### src/rtl/instr_queue.sv
// rtl/instr_queue.sv - fetch-to-decode instruction FIFO with flush
// Circular buffer of {pc, word, fault}; wrap-bit pointers give full/empty and occupancy.
module instr_queue #(
  parameter int unsigned DEPTH = 4,
  parameter int unsigned XLEN  = 64
) (
  input  logic                       clk_i,
  input  logic                       rst_ni,
  input  logic                       flush_i,
  input  logic                       fetch_valid_i,
  output logic                       fetch_ready_o,
  input  logic [XLEN-1:0]            fetch_pc_i,
  input  logic [31:0]                fetch_data_i,
  input  logic                       fetch_fault_i,
  output logic                       dec_valid_o,
  input  logic                       dec_ready_i,
  output logic [XLEN-1:0]            dec_pc_o,
  output logic [31:0]                dec_data_o,
  output logic                       dec_fault_o,
  output logic [$clog2(DEPTH+1)-1:0] count_o
);

  localparam int unsigned AW = $clog2(DEPTH);
  localparam int unsigned CW = $clog2(DEPTH+1);
  localparam logic [AW:0] PTR_ONE = {{AW{1'b0}}, 1'b1};

  logic [XLEN-1:0] mem_pc    [DEPTH];
  logic [31:0]     mem_data  [DEPTH];
  logic            mem_fault [DEPTH];

  logic [AW:0]   rd_ptr, wr_ptr;
  logic [AW-1:0] rd_idx, wr_idx;
  logic          empty, full, push, pop;

  assign rd_idx = rd_ptr[AW-1:0];
  assign wr_idx = wr_ptr[AW-1:0];
  assign empty  = (rd_ptr == wr_ptr);
  assign full   = (rd_idx == wr_idx) && (rd_ptr[AW] != wr_ptr[AW]);

  // Ready depends on state only, so a full queue never accepts even when a pop is pending.
  assign fetch_ready_o = !full;
  assign dec_valid_o   = !empty;
  assign push          = fetch_valid_i & fetch_ready_o & !flush_i;
  assign pop           = dec_valid_o & dec_ready_i & !flush_i;
  assign count_o       = CW'(wr_ptr - rd_ptr);

  // Storage is unreset; the empty gate keeps stale contents off the outputs.
  assign dec_pc_o    = empty ? '0   : mem_pc[rd_idx];
  assign dec_data_o  = empty ? '0   : mem_data[rd_idx];
  assign dec_fault_o = empty ? 1'b0 : mem_fault[rd_idx];

  always_ff @(posedge clk_i or negedge rst_ni) begin
    if (!rst_ni) begin
      rd_ptr <= '0;
      wr_ptr <= '0;
    end else if (flush_i) begin
      rd_ptr <= '0;
      wr_ptr <= '0;
    end else begin
      if (push) wr_ptr <= wr_ptr + PTR_ONE;
      if (pop)  rd_ptr <= rd_ptr + PTR_ONE;
    end
  end

  always_ff @(posedge clk_i) begin
    if (push) begin
      mem_pc[wr_idx]    <= fetch_pc_i;
      mem_data[wr_idx]  <= fetch_data_i;
      mem_fault[wr_idx] <= fetch_fault_i;
    end
  end

`ifndef SYNTHESIS
  a_no_push_full: assert property (@(posedge clk_i) disable iff (!rst_ni) push |-> !full);
  a_no_pop_empty: assert property (@(posedge clk_i) disable iff (!rst_ni) pop |-> !empty);
  a_count_bound:  assert property (@(posedge clk_i) disable iff (!rst_ni) count_o <= CW'(DEPTH));
`endif

endmodule

### config.mk
export PLATFORM = sky130hd
export DESIGN_NAME = instr_queue
export DESIGN_NICKNAME = d
export VERILOG_FILES = /design/src/rtl/instr_queue.sv
export SDC_FILE = /design/constraint.sdc
export NUM_CORES = 1
export LEC_CHECK = 0
export ABC_AREA = 0
export CORE_AREA = 2 2 159 224
export CTS_BUF_LIST = sky130_fd_sc_hd__clkbuf_4
export DETAILED_ROUTE_END_ITERATION = 6
export DIE_AREA = 0 0 161 226
export HOLD_SLACK_MARGIN = 0.03
export MAX_ROUTING_LAYER = met4
export PLACE_DENSITY_LB_ADDON = 0.1
export SLEW_MARGIN = 20
export SYNTH_ARGS = -nofsm -noshare
export SYNTH_HDL_FRONTEND = slang
export SYNTH_SLANG_ARGS = --single-unit
### constraint.sdc
create_clock -name clk_i -period 5.9 [get_ports clk_i]
set_input_delay 0.59 -clock clk_i [delete_from_list [all_inputs] [get_ports clk_i]]
set_output_delay 0.59 -clock clk_i [all_outputs]
set_load 0.1 [all_outputs]
* After elaboration in Yosys (flattened, before gate mapping)
Memory sizes are Yosys's and may differ from the RTL's. Index checks and enable logic that the tools add are counted.
Cells by class: $add $sub $neg 3, equality and inequality tests 3, muxes and demuxes 9, bitwise gates (word level) 4, reduce and logical (&&, ||, !) cells 6
Operator list (count):
- two-way mux 64 bit | 1
- two-way mux 32 bit | 1
- two-way mux 3 bit | 4
- adder 3 x 1 -> 3 bit (second input constant) | 2
- AND 1 bit | 4
- nonzero test 2 bit | 2
- equality test 3 bit | 1
- zero test 1 bit | 3
- two-way mux 1 bit | 3
- subtractor 3 bit | 1
- equality test 2 bit | 1
- logical AND 1 bit | 1
- inequality test 1 bit | 1
Word-level totals: register bits after elaboration 6, bits in writable memories 388, output and inout bits 102, memories kept 3
Memory list:
- mem_pc | depth 4, bits a word 64, read ports 1, clocked after Yosys merged registers in 0, wr ports 1, RTL line 27 | logic [XLEN-1:0] mem_pc [DEPTH];
- mem_data | depth 4, bits a word 32, read ports 1, clocked after Yosys merged registers in 0, wr ports 1, RTL line 28 | logic [31:0] mem_data [DEPTH];
- mem_fault | depth 4, bits a word 1, read ports 1, clocked after Yosys merged registers in 0, wr ports 1, RTL line 29 | logic mem_fault [DEPTH];

* Logic depth before layout (Yosys ltp)
depth in word-level cells 7, depth in mapped cells 9

* Worst setup path after synthesis
OpenSTA, ideal clock, no wires.
kind register -> register, start register rd_ptr[1], end memory mem_data[0][0], enable pin, setup time 0.468 ns, arrival time 4.289 ns, data required time 5.432 ns, slack 1.143 ns, cell stages (with the launch flop) 9, path buffers 3, clock period less this slack 4.757 ns, path through dfrtp_1 -> buf_2 -> buf_4 -> buf_4 -> inv_1 -> ha_1 -> nand2_1 -> or2_4 -> and4b_1
On the way: word-level cells in the longest chain between the ends 7
RTL lines:
- start, declared | RTL line 31 | logic [AW:0] rd_ptr, wr_ptr;
- start signal, assigned | RTL line 61 | if (pop) rd_ptr <= rd_ptr + PTR_ONE;
- equality test 2 bit | RTL line 38 | assign full = (rd_idx == wr_idx) && (rd_ptr[AW] != wr_ptr[AW]);
- logical AND 1 bit | RTL line 38
- zero test 1 bit | RTL line 41 | assign fetch_ready_o = !full;
- net fetch_ready_o | RTL line 11 | output logic fetch_ready_o,
- AND 1 bit (2 in series) | RTL line 43 | assign push = fetch_valid_i & fetch_ready_o & !flush_i;
- two-way mux 1 bit | RTL line 66 | if (push) begin
- two-way mux 1 bit (implied by the code) | RTL line 68 | mem_data[wr_idx] <= fetch_data_i;
- end, declared | RTL line 28
The timed path passes the listed nets, and every way through them passes these cells.

* Worst setup path after layout
start register rd_ptr[1], end output dec_pc_o[5]
On the way: word-level cells in the longest chain between the ends 2, elaborated cells on any way between the ends 3, those cells by class eq/ne (1); mux (1); memory (1)
RTL lines:
- memory (4 x 64 bit) or equality test 3 bit (tied branches)
- two-way mux 64 bit (*) | RTL line 48 | assign dec_pc_o = empty ? '0 : mem_pc[rd_idx];
- end, declared | RTL line 17 | output logic [XLEN-1:0] dec_pc_o,
Every way passes the cells marked *; elsewhere a longest branch is shown, timed or not.

==> metrics.csv <==
stage,metric,value,unit
setup_path,flop2flop setup slack,2.27,ns
clock_tree,clock buffer depth,3,
place,# port buffers,203,
sta,Clock Skews,0.0417,ns
setup_path,CP endpoint kind,output pin,
route,number of iterations in the first detailed-routing pass,4,
finish,fraction of layout cells with a size suffix above 1,25.0,%
finish,multi-input combinational cell area,3250,µm²
finish,final core occ,55.2,%
yosys,post-synth cell types,37,
clock_tree,Max H-tree Level,3,
sta,RSZ-0062 raised after global routing,false,
route,DRT met1 WL,11800,µm
min_path,hold wc startpoint,fetch_pc_i[61],
floorplan,Rows,81,
setup_path,Worst Reg-to-Reg Cells,6,
route,routed length on met3,1650,µm
min_path,WHS Endpoint,mem_pc[2][61]$_DFFE_PP_,
yosys,Synth area leader,edfxtp_1,
sta,Fin. Hold Viols,0,
sta,minimum clock period,5.01,ns
finish,P&R area growth vs syn,24.1,%
yosys,post-synthesis net count,788,
yosys,post-synthesis sequential area ratio,77.0,%
route,Detailed Route WL,30800,µm
clock_tree,CTS tree,yes,
yosys,"Top FF cell, synth",edfxtp_1,
route,routed wl met2,16800,µm
clock_tree,CTS buffer count,94,
floorplan,Die Footprint,36400,µm²
sta,maximum clock rate,0.200,GHz
global_routing,initial antenna violation count,2,
yosys,Syn Std Cell Area,15300,µm²
setup_path,slowest CP cell,clkdlybuf4s50_1,
route,Avg WL per Cell,20.7,µm
floorplan,die width,161,µm
yosys,ys async rst share,1.52,%
yosys,"EDFF count, synth",388,
yosys,"top cells by area, synth","edfxtp_1 (76%), mux4_2 (13%), and2_1 (4.0%)",
setup_path,Worst Path Required,5.31,ns
clock_tree,CTS clock-pin slew for the worst setup and hold paths,0.07,ns
yosys,Yosys reg bits,394,
setup_path,CP max stage delay,0.98,ns
run_status,status,completed,
place,post-DP HPWL,17400,µm
sta,setup TNS,0,ns
yosys,Mapped Avg Cell Area,22.6,µm²
yosys,share of the synthesized area in the top cell type,76.0,%
place,GP Congestion,0.731,
sta,Slew headroom,30.3,%
setup_path,worst reg2reg path startpoint,rd_ptr[1]$_DFFE_PN0P_,
setup_path,reg-to-reg endpoint,mem_data[0][26]$_DFFE_PP_,
finish,number of fill cells,2717,
route,Via density,5.13,
setup_path,critical path class,reg -> out,
setup_path,CP cell instances,inv_1 > ha_1 > nand3_4 > and2_1 > clkdlybuf4s50_1,
clock_tree,latest clock arrival within the worst-skew pair,0.76,ns
sta,final worst-path cycle share,84.9,%
sta,slew at the pin closest to its max-slew limit,1.05,ns
yosys,synth cell count leaders,"edfxtp_1 (388), and2_1 (97), mux4_2 (91)",
route,max layer used,met4,
global_routing,Tot GR Track Use,17.9,%
yosys,Mapped Cells,678,
yosys,Ys Warns,0,
yosys,leading cell type by number of instances after synthesis,edfxtp_1,
route,DRC Markers,0,
floorplan,initial core utilization,44.5,%
clock_tree,clk sinks,394,
floorplan,Die Ht,226,µm
sta,Final setup viols,0,
min_path,Hold Crit Depth,1,
global_routing,first-pass GRT wire length,47100,µm
finish,register area,11800,µm²
route,initial drt markers,385,
run,number of max-cap violations,0,
setup_path,CP arrival,4.42,ns
route,Detail Route Antenna Nets,0,
route,Vias,7640,
floorplan,Core Region,34500,µm²
setup_path,startpoint types,register,
min_path,type of the worst min-delay path,in -> reg,
global_routing,vias in the first global route,8520,
setup_path,CP max FO,98,
sta,fin. max-slew vios,0,
global_routing,Congestion Overflow GR,0,
floorplan,Top-Level Pins,204,
global_routing,largest net degree at the start of global routing,102,
clock_tree,CTS root buffer,clkbuf_4,
finish,Final nets,1064,
[stage by stage]
stage / area [µm²] / cells / hold WS (ns) / setup slack [ns]
floorplan: 15300 / 678 / 0.294 / 1.14
global placement: 17800 / 1312 / 0.608 / 1.63
detailed placement: 17800 / 1312 / 0.638 / 1.50
CTS: 19000 / 1486 / 0.360 / 0.624
global route: 19000 / 1489 / 0.398 / 0.510
finish: 19000 / 1489 / 0.468 / 0.889
[critical path, delay by kind of cell, from the launching register on]
| kind | cells | cell delay [ns] |
|---|---|---|
| fa+ha+maj | 1 | 0.44 |
| flops | 1 | 0.85 |
| buf+inv | 2 | 1.12 |
| simple gates | 2 | 1.18 |
[layer usage]
layer  global-route usage, %  up-vias
met3                    4.43       44
met4                    7.63        0
li1                        -     3416
met2                    31.4      221
met1                    19.3     3959
met5                       -        -
[logic make-up after synthesis]
kind of cell / after synthesis / share of synthesized area (%)
AOI/OAI and AO/OA: 11 / 0.498
xor gates and xnor gates: 2 / 0.237
adders and majority gates: 8 / 0.702
buffers and inverters: 40 / 1.89
DFF: 394 / 77.0
muxes: 98 / 14.5
and+or+nand+nor: 125 / 5.18
[final cells by class]
type	instances	area share, %
Tap cell	456	3.00
Multi-Input combinational cell	244	17.1
Clock inverter	43	1.22
Sequential cell	394	62.1
Timing Repair Buffer	215	11.3
Antenna cell	2	0.0263
Clock buffer	130	5.13
Inverter	5	0.0987
[cells in the final DEF, fill, tap and decap left out, types with 3 or more instances in the layout]
master	netlist	routed
clkinv_1	0	27
nand3_1	4	4
inv_1	5	5
nand2_1	4	4
dfrtp_1	6	4
and3_4	0	3
a31oi_1	3	3
a21oi_1	3	3
mux4_1	6	6
and2_1	97	97
clkbuf_4	0	130
edfxtp_1	388	388
clkdlybuf4s50_1	0	203
mux4_2	91	91
clkinv_2	0	11
nor2_1	3	3
buf_4	2	9
ha_1	7	7
[repair_timing]
action,4_1_cts,5_1_grt
endpoints found under the hold margin,1,0
setup buffers,0,0
hold buffers,1,0
gates resized for setup,0,0
[sequential cells by signal, summed over array words and instances (netlist names)]
signal,flops
mem_data,128
rd_ptr,3
wr_ptr,3
mem_fault,4
mem_pc,256
[how the worst max path moves through the flow]
stage                           from                       end  slack, ns  depth (start not counted)
2_1_floorplan  rd_ptr[1]$_DFFE_PN0P_  mem_data[0][0]$_DFFE_PP_       1.14                          8
3_3_place_gp   rd_ptr[1]$_DFFE_PN0P_            dec_data_o[24]       1.63                          5
3_5_place_dp   rd_ptr[1]$_DFFE_PN0P_            dec_data_o[24]       1.50                          5
4_1_cts        rd_ptr[1]$_DFFE_PN0P_              dec_pc_o[60]       0.62                          5
5_1_grt        rd_ptr[1]$_DFFE_PN0P_              dec_pc_o[60]       0.51                          5
6_report       rd_ptr[1]$_DFFE_PN0P_               dec_pc_o[5]       0.89                          5
Power is not shown: default switching activity piles up to over one toggle a cycle in this logic, so the estimate is an artifact.
